--- src/rtl/hram_pkg.sv ---
// Shared types and command-address helpers for the HyperRAM burst engine.
package hram_pkg;

  typedef enum logic [2:0] {
    ST_IDLE,
    ST_CA,
    ST_WAIT,
    ST_WDATA,
    ST_RDATA,
    ST_PAD,
    ST_CSHI
  } hram_state_t;

  localparam int CA_RW    = 47;
  localparam int CA_AS    = 46;
  localparam int CA_BT    = 45;
  localparam int CA_BYTES = 6;

  // Linear-burst CA word; half-word address split into row/upper and column bits.
  function automatic logic [47:0] build_ca(input logic write, input logic regspace,
                                           input logic [31:0] addr);
    logic [47:0] ca;
    ca         = '0;
    ca[CA_RW]  = ~write;
    ca[CA_AS]  = regspace;
    ca[CA_BT]  = 1'b1;
    ca[44:16]  = addr[31:3];
    ca[2:0]    = addr[2:0];
    return ca;
  endfunction

endpackage

--- src/rtl/hram_rd_capture.sv ---
// Read-side capture: RWDS edge detect, byte pairing into 16-bit words, and the
// no-edge timeout. Held cleared whenever clr is high.
module hram_rd_capture #(
  parameter int TIMEOUT = 64
) (
  input  logic        clk,
  input  logic        resetn,
  input  logic        en,
  input  logic        clr,
  input  logic        rwds_din,
  input  logic [7:0]  dq_din,
  output logic        word_done,
  output logic        tmo_hit,
  output logic        rdata_valid,
  output logic [15:0] rdata,
  output logic        err_timeout
);
  localparam int TW = $clog2(TIMEOUT + 1);

  logic          rwds_q;
  logic          rwds_edge;
  logic          have_hi;
  logic [7:0]    hi_q;
  logic [TW-1:0] tmo_cnt;

  // Either RWDS transition marks a valid byte on DQ in the same cycle.
  assign rwds_edge = rwds_din != rwds_q;
  assign word_done = en && rwds_edge && have_hi;
  assign tmo_hit   = en && !rwds_edge && (tmo_cnt == TW'(TIMEOUT - 1));

  always_ff @(posedge clk) begin
    if (!resetn) begin
      rwds_q      <= 1'b0;
      have_hi     <= 1'b0;
      hi_q        <= 8'h00;
      tmo_cnt     <= '0;
      rdata       <= 16'h0000;
      rdata_valid <= 1'b0;
      err_timeout <= 1'b0;
    end else begin
      rwds_q      <= rwds_din;
      rdata_valid <= 1'b0;
      err_timeout <= tmo_hit;
      if (clr) begin
        have_hi <= 1'b0;
        tmo_cnt <= '0;
      end else if (en) begin
        if (rwds_edge) begin
          tmo_cnt <= '0;
          if (!have_hi) begin
            hi_q    <= dq_din;
            have_hi <= 1'b1;
          end else begin
            rdata       <= {hi_q, dq_din};
            rdata_valid <= 1'b1;
            have_hi     <= 1'b0;
          end
        end else begin
          tmo_cnt <= tmo_cnt + 1'b1;
        end
      end
    end
  end

endmodule

--- src/rtl/hram_burst_ctrl.sv ---
// Command-driven HyperRAM burst engine: CA phase, fixed 2x latency wait, then
// a write or read word stream, with CS high recovery between transactions.
module hram_burst_ctrl
  import hram_pkg::*;
#(
  parameter int LATENCY   = 6,
  parameter int LEN_WIDTH = 8,
  parameter int TIMEOUT   = 64,
  parameter int CSHI_CLKS = 4
) (
  input  logic                 clk,
  input  logic                 resetn,
  input  logic                 cmd_valid,
  output logic                 cmd_ready,
  input  logic                 cmd_write,
  input  logic                 cmd_regspace,
  input  logic [31:0]          cmd_addr,
  input  logic [LEN_WIDTH-1:0] cmd_len,
  input  logic                 wdata_valid,
  output logic                 wdata_ready,
  input  logic [15:0]          wdata,
  output logic                 rdata_valid,
  output logic [15:0]          rdata,
  output logic                 done,
  output logic                 err_timeout,
  output logic                 underrun,
  output logic                 hram_ck,
  output logic                 hram_cs,
  output logic                 hram_rwds_dir,
  output logic                 hram_rwds_dout,
  input  logic                 hram_rwds_din,
  output logic                 hram_dq_dir,
  output logic [7:0]           hram_dq_dout,
  input  logic [7:0]           hram_dq_din,
  output hram_state_t          state_dbg
);
  // Handshake: a command transfers on a clk edge where cmd_valid && cmd_ready;
  // a write word transfers where wdata_ready is high (it already implies
  // wdata_valid); rdata_valid is a pulse with no backpressure.
  localparam int WAIT_CLKS = 4 * LATENCY;
  localparam int CNT_W     = 16;

  hram_state_t          state, state_n;
  logic [CNT_W-1:0]     cnt;
  logic [47:0]          ca_q;
  logic [LEN_WIDTH-1:0] words_left;
  logic                 is_write, regspace, phase, mask_q, tmo_seen;
  logic                 ck_q, ck_n, done_n;
  logic [7:0]           lo_q;
  logic                 rd_en, word_done, tmo_hit;

  assign rd_en     = state == ST_RDATA;
  assign hram_ck   = ck_q;
  assign state_dbg = state;

  hram_rd_capture #(.TIMEOUT(TIMEOUT)) u_rd_capture (
    .clk        (clk),
    .resetn     (resetn),
    .en         (rd_en),
    .clr        (!rd_en),
    .rwds_din   (hram_rwds_din),
    .dq_din     (hram_dq_din),
    .word_done  (word_done),
    .tmo_hit    (tmo_hit),
    .rdata_valid(rdata_valid),
    .rdata      (rdata),
    .err_timeout(err_timeout)
  );

  always_ff @(posedge clk) begin
    if (!resetn) begin
      state      <= ST_IDLE;
      ck_q       <= 1'b0;
      done       <= 1'b0;
      cnt        <= '0;
      ca_q       <= '0;
      words_left <= '0;
      is_write   <= 1'b0;
      regspace   <= 1'b0;
      phase      <= 1'b0;
      mask_q     <= 1'b0;
      lo_q       <= 8'h00;
      tmo_seen   <= 1'b0;
    end else begin
      state <= state_n;
      ck_q  <= ck_n;
      done  <= done_n;
      cnt   <= (state_n == state) ? cnt + 1'b1 : '0;
      case (state)
        ST_IDLE: begin
          phase    <= 1'b0;
          tmo_seen <= 1'b0;
          if (cmd_valid) begin
            ca_q       <= build_ca(cmd_write, cmd_regspace, cmd_addr);
            words_left <= cmd_len;
            is_write   <= cmd_write;
            regspace   <= cmd_regspace;
          end
        end
        ST_CA: ca_q <= {ca_q[39:0], 8'h00};
        ST_WDATA: begin
          phase <= ~phase;
          if (!phase) begin
            lo_q   <= wdata_valid ? wdata[7:0] : 8'h00;
            mask_q <= ~wdata_valid;
          end else begin
            words_left <= words_left - 1'b1;
          end
        end
        ST_RDATA: begin
          if (word_done) words_left <= words_left - 1'b1;
          if (tmo_hit) tmo_seen <= 1'b1;
        end
        default: ;
      endcase
    end
  end

  always_comb begin
    state_n        = state;
    cmd_ready      = 1'b0;
    wdata_ready    = 1'b0;
    underrun       = 1'b0;
    hram_cs        = 1'b1;
    hram_dq_dir    = 1'b0;
    hram_dq_dout   = 8'h00;
    hram_rwds_dir  = 1'b0;
    hram_rwds_dout = 1'b0;
    case (state)
      ST_IDLE: begin
        cmd_ready = resetn;
        if (cmd_valid) state_n = ST_CA;
      end
      ST_CA: begin
        hram_cs      = 1'b0;
        hram_dq_dir  = 1'b1;
        hram_dq_dout = ca_q[47:40];
        if (cnt == CNT_W'(CA_BYTES - 1)) state_n = (is_write && regspace) ? ST_WDATA : ST_WAIT;
      end
      ST_WAIT: begin
        hram_cs = 1'b0;
        if (cnt == CNT_W'(WAIT_CLKS - 1)) state_n = is_write ? ST_WDATA : ST_RDATA;
      end
      ST_WDATA: begin
        hram_cs       = 1'b0;
        hram_dq_dir   = 1'b1;
        hram_rwds_dir = !regspace;
        if (!phase) begin
          wdata_ready    = wdata_valid;
          underrun       = !wdata_valid;
          hram_dq_dout   = wdata_valid ? wdata[15:8] : 8'h00;
          hram_rwds_dout = !regspace && !wdata_valid;
        end else begin
          hram_dq_dout   = lo_q;
          hram_rwds_dout = !regspace && mask_q;
          if (words_left == '0) state_n = ck_q ? ST_PAD : ST_CSHI;
        end
      end
      ST_RDATA: begin
        hram_cs = 1'b0;
        if ((word_done && words_left == '0) || tmo_hit) state_n = ck_q ? ST_PAD : ST_CSHI;
      end
      ST_PAD: begin
        hram_cs = 1'b0;
        state_n = ST_CSHI;
      end
      ST_CSHI: begin
        if (cnt == CNT_W'(CSHI_CLKS - 1)) state_n = ST_IDLE;
      end
      default: state_n = ST_IDLE;
    endcase
    // CK runs in every CS-low state; leaving it toggling into PAD lands it at 0.
    ck_n   = (state_n inside {ST_CA, ST_WAIT, ST_WDATA, ST_RDATA, ST_PAD}) ? ~ck_q : 1'b0;
    done_n = (state_n == ST_CSHI) && (state != ST_CSHI) && !tmo_hit && !tmo_seen;
  end

endmodule

--- config.mk ---
export PLATFORM = sky130hd
export DESIGN_NAME = hram_burst_ctrl
export DESIGN_NICKNAME = d
export VERILOG_FILES = /design/src/rtl/hram_pkg.sv /design/src/rtl/hram_rd_capture.sv /design/src/rtl/hram_burst_ctrl.sv
export SDC_FILE = /design/constraint.sdc
export NUM_CORES = 1
export LEC_CHECK = 0
export ABC_CLOCK_PERIOD_IN_PS = 4400
export CORE_MARGIN = 10
export CORE_UTILIZATION = 30
export CTS_CLUSTER_SIZE = 10
export DETAILED_ROUTE_END_ITERATION = 6
export PLACE_DENSITY_LB_ADDON = 0.05
export RECOVER_POWER = 100
export SYNTH_ARGS = -nofsm -noshare
export SYNTH_HDL_FRONTEND = slang
export SYNTH_SLANG_ARGS = --single-unit
--- constraint.sdc ---
create_clock -name clk -period 4.4 [get_ports clk]
set_input_delay 1.32 -clock clk [delete_from_list [all_inputs] [get_ports clk]]
set_output_delay 1.32 -clock clk [all_outputs]
set_load 0.02 [all_outputs]
==> metrics.txt <==
clk_skew=5.04 ps; area grow syn2layout=37.3%; Internal Power=0.00226 W; DRC violation count after routing=0; critical path's most frequent cell=clkdlybuf4s50_1; initial antenna violation count=0; final wirelength=14,800 um; GRT overflow=0; first-pass GRT wire length=24,400 um; worst-path cell chain=clkdlybuf4s50_1, and2_1, buf_4, a222oi_1, nor2_1, clkdlybuf4s50_1; Post-Syn Area=5070 um2; Worst EP required=3080 ps; Initial Util=30.6%; syn nets=700; initial DRC count=255; Sink Count=115; asr flop ratio synth=0%; critical path peak fanout=2; Antenna Cells=0; Tmin final=4310 ps; yosys warns=0; CP max stage cell=clkdlybuf4s50_1; CP delay by family, top=buffers and inverters; Logic pwr share=8.2%; Longest Clk Path Bufs=2; CTS tree=built; syn avg cell area=8.11 um2; Resize count post-CTS=0; layout cells sized above 1=8.59%; sequential area share after synthesis=45.4%; Setup TNS=0 ps; Synth Flop Type=dfxtp_1; most common cell in the synthesized netlist=nand2_1; failing checks=max-capacitance violations, max-slew violations; Core ar.=16,600 um2; Hold WS=449 ps; Die X=150 um; distinct cell type count after synthesis=54; switch share=22.3%; Die Ht=150 um; Max Fclk=232 MHz; CP endpoint kind=output port; share of the synthesized area in the top cell type=45.4%; Area contributors post-synth=dfxtp_1, nand2_1, nor2_1; Final Instance Area=6960 um2; slew margin rel.=-0.800%; drt first pass iters=5; Buf/Inv on CP=3; Post-Syn Instances=625; Post-CTS Hold Fix Bufs=0; Clock transition at path regs=50 ps; CTS buffer count=17; DR vias=4,627; # IOs=109; RD Place Congestion=0.828; vias in the first global route=4,681; Final setup viols=0; Worst VDD drop=0.000303 V; fill cell count=1,701; Crit Path Category=primary input to output port; Post-synth EDFFs=0; crit path DAT=2990 ps; Final #Nets=807; die area=22,500 um2; Leakage Power=2.64 nW; Max stage delay on crit path=550 ps; Critical Path Start Type=primary input; # Max-Cap Violations=1; fin. max-slew vios=50; H-tree lvl count=4; RSZ-0062 raised after global routing=no; HP Class=flip-flop to flip-flop; final hold violations=0; Final Power=0.00291 W; Sequential Power Share=37.8%; Row Count=47; Antenna Nets Post-Route=0; largest net degree at the start of global routing=56; pwr/cell area=418 nW/um2; NetSw=0.000649 W; Synth area leader=dfxtp_1; synthesis-stage register bit count=115; IO Port Bufs=108; gr usage total=13.5%; status=complete, but fails checks; worst-margin pin slew=1510 ps; wire per inst=15.4 um; Via-to-Cell Ratio=4.79; top post-synthesis cells by count=nand2_1, dfxtp_1, nor2_1; dpl cell area=6370 um2; Setup Buffers After CTS=0; fin crit share=97.9%; clk_lat worst skew=410 ps; Clock Power Share=54.0%; DP HPWL=10,700 um; CTS Root Cell=clkbuf_16; Final Util=42.0%
[flip-flops by register name, summed over array words and instances, names as in the netlist]
| name | cells |
|---|---|
| done | 1 |
| u_rd_capture.tmo_cnt | 7 |
| u_rd_capture.hi_q | 8 |
| is_write | 1 |
| u_rd_capture.rdata | 16 |
| phase | 1 |
| u_rd_capture.err_timeout | 1 |
| u_rd_capture.rdata_valid | 1 |
| regspace | 1 |
| tmo_seen | 1 |
| ca_q | 38 |
| hram_ck | 1 |
| words_left | 8 |
| u_rd_capture.rwds_q | 1 |
| cnt | 16 |
| lo_q | 8 |
| mask_q | 1 |
| u_rd_capture.have_hi | 1 |
| state_dbg | 3 |
[per-stage QoR]
stage / std cells / setup slack (ps)
finish: 965 / 94.6
global route: 965 / 13.0
CTS: 965 / 24.7
detailed placement: 933 / 28.3
global placement: 933 / 75.8
floorplan: 625 / 588
[power by group through the flow]
stage / clock network (W) / registers, W / logic (W)
floorplan: 0 / 0.00112 / 0.000132
global placement: 0 / 0.00112 / 0.000250
detailed placement: 0 / 0.00112 / 0.000251
CTS: 0.00160 / 0.00110 / 0.000253
global route: 0.00164 / 0.00111 / 0.000268
finish: 0.00157 / 0.00110 / 0.000240
[routing by layer]
layer	GRT usage (%)	share of wire (%)
met5	0	0
met4	5.34	1.6
met3	3.68	4.9
met2	21.6	47
met1	16.9	47
[kinds of logic after synthesis]
kind of cell,after synthesis,synth area share (%)
simple gates,295,25.7
compound gates,125,16.7
fa+ha+maj,4,0.987
flops,115,45.4
xor+xnor,21,3.63
buf+inv,55,5.50
mux,10,2.07
[worst reg2reg max path, stage by stage (launching register included)]
cell	delay, ps
dfxtp_1	350
buf_4	200
or3b_1	450
nor4_1	660
a21o_2	200
a21oi_1	60
and3_1	240
o2111ai_1	1040
nor2_1	110
[cell usage in the layout, fill, tap and decap left out, types with 2 or more instances in the layout]
cell type,count
a211oi_1,2
a21oi_1,54
a222oi_1,8
a22oi_1,3
a311oi_1,24
a31oi_1,6
and2_1,6
and3_1,7
buf_4,17
bufinv_16,6
clkbuf_1,8
clkbuf_16,17
clkdlybuf4s50_1,70
clkinv_2,4
clkinvlp_4,2
dfxtp_1,115
dlygate4sd3_1,31
ha_1,4
inv_1,16
mux2i_1,9
nand2_1,137
nand3_1,26
nand4_1,3
nor2_1,78
nor2b_1,3
nor3_1,13
nor3b_1,2
nor4_1,3
o211ai_1,2
o21ai_0,15
or3_1,3
xnor2_1,7
xor2_1,14
[final timing paths]
| kind | startpoint | end | slack (ps) | cells after the start |
|---|---|---|---|---|
| max | wdata_valid | hram_dq_dout[0] | 90 | 6 |
| min | u_rd_capture.tmo_cnt[0] | u_rd_capture.tmo_cnt[0] | 450 | 1 |
| max reg2reg | state_dbg[1] | cnt[15] | 930 | 8 |
| min reg2reg | u_rd_capture.tmo_cnt[0] | u_rd_capture.tmo_cnt[0] | 450 | 1 |
[cell type report]
class,count,area [um2],area share (%)
multi-input combinational,455,2480,35.6
sequential,115,2300,33.1
timing repair buffer,127,1170,16.9
clock buffer,18,439,6.31
tap,220,275,3.95
clock inverter,14,233,3.34
inverter,16,60.1,0.863
(Power assumes the default switching activity.)
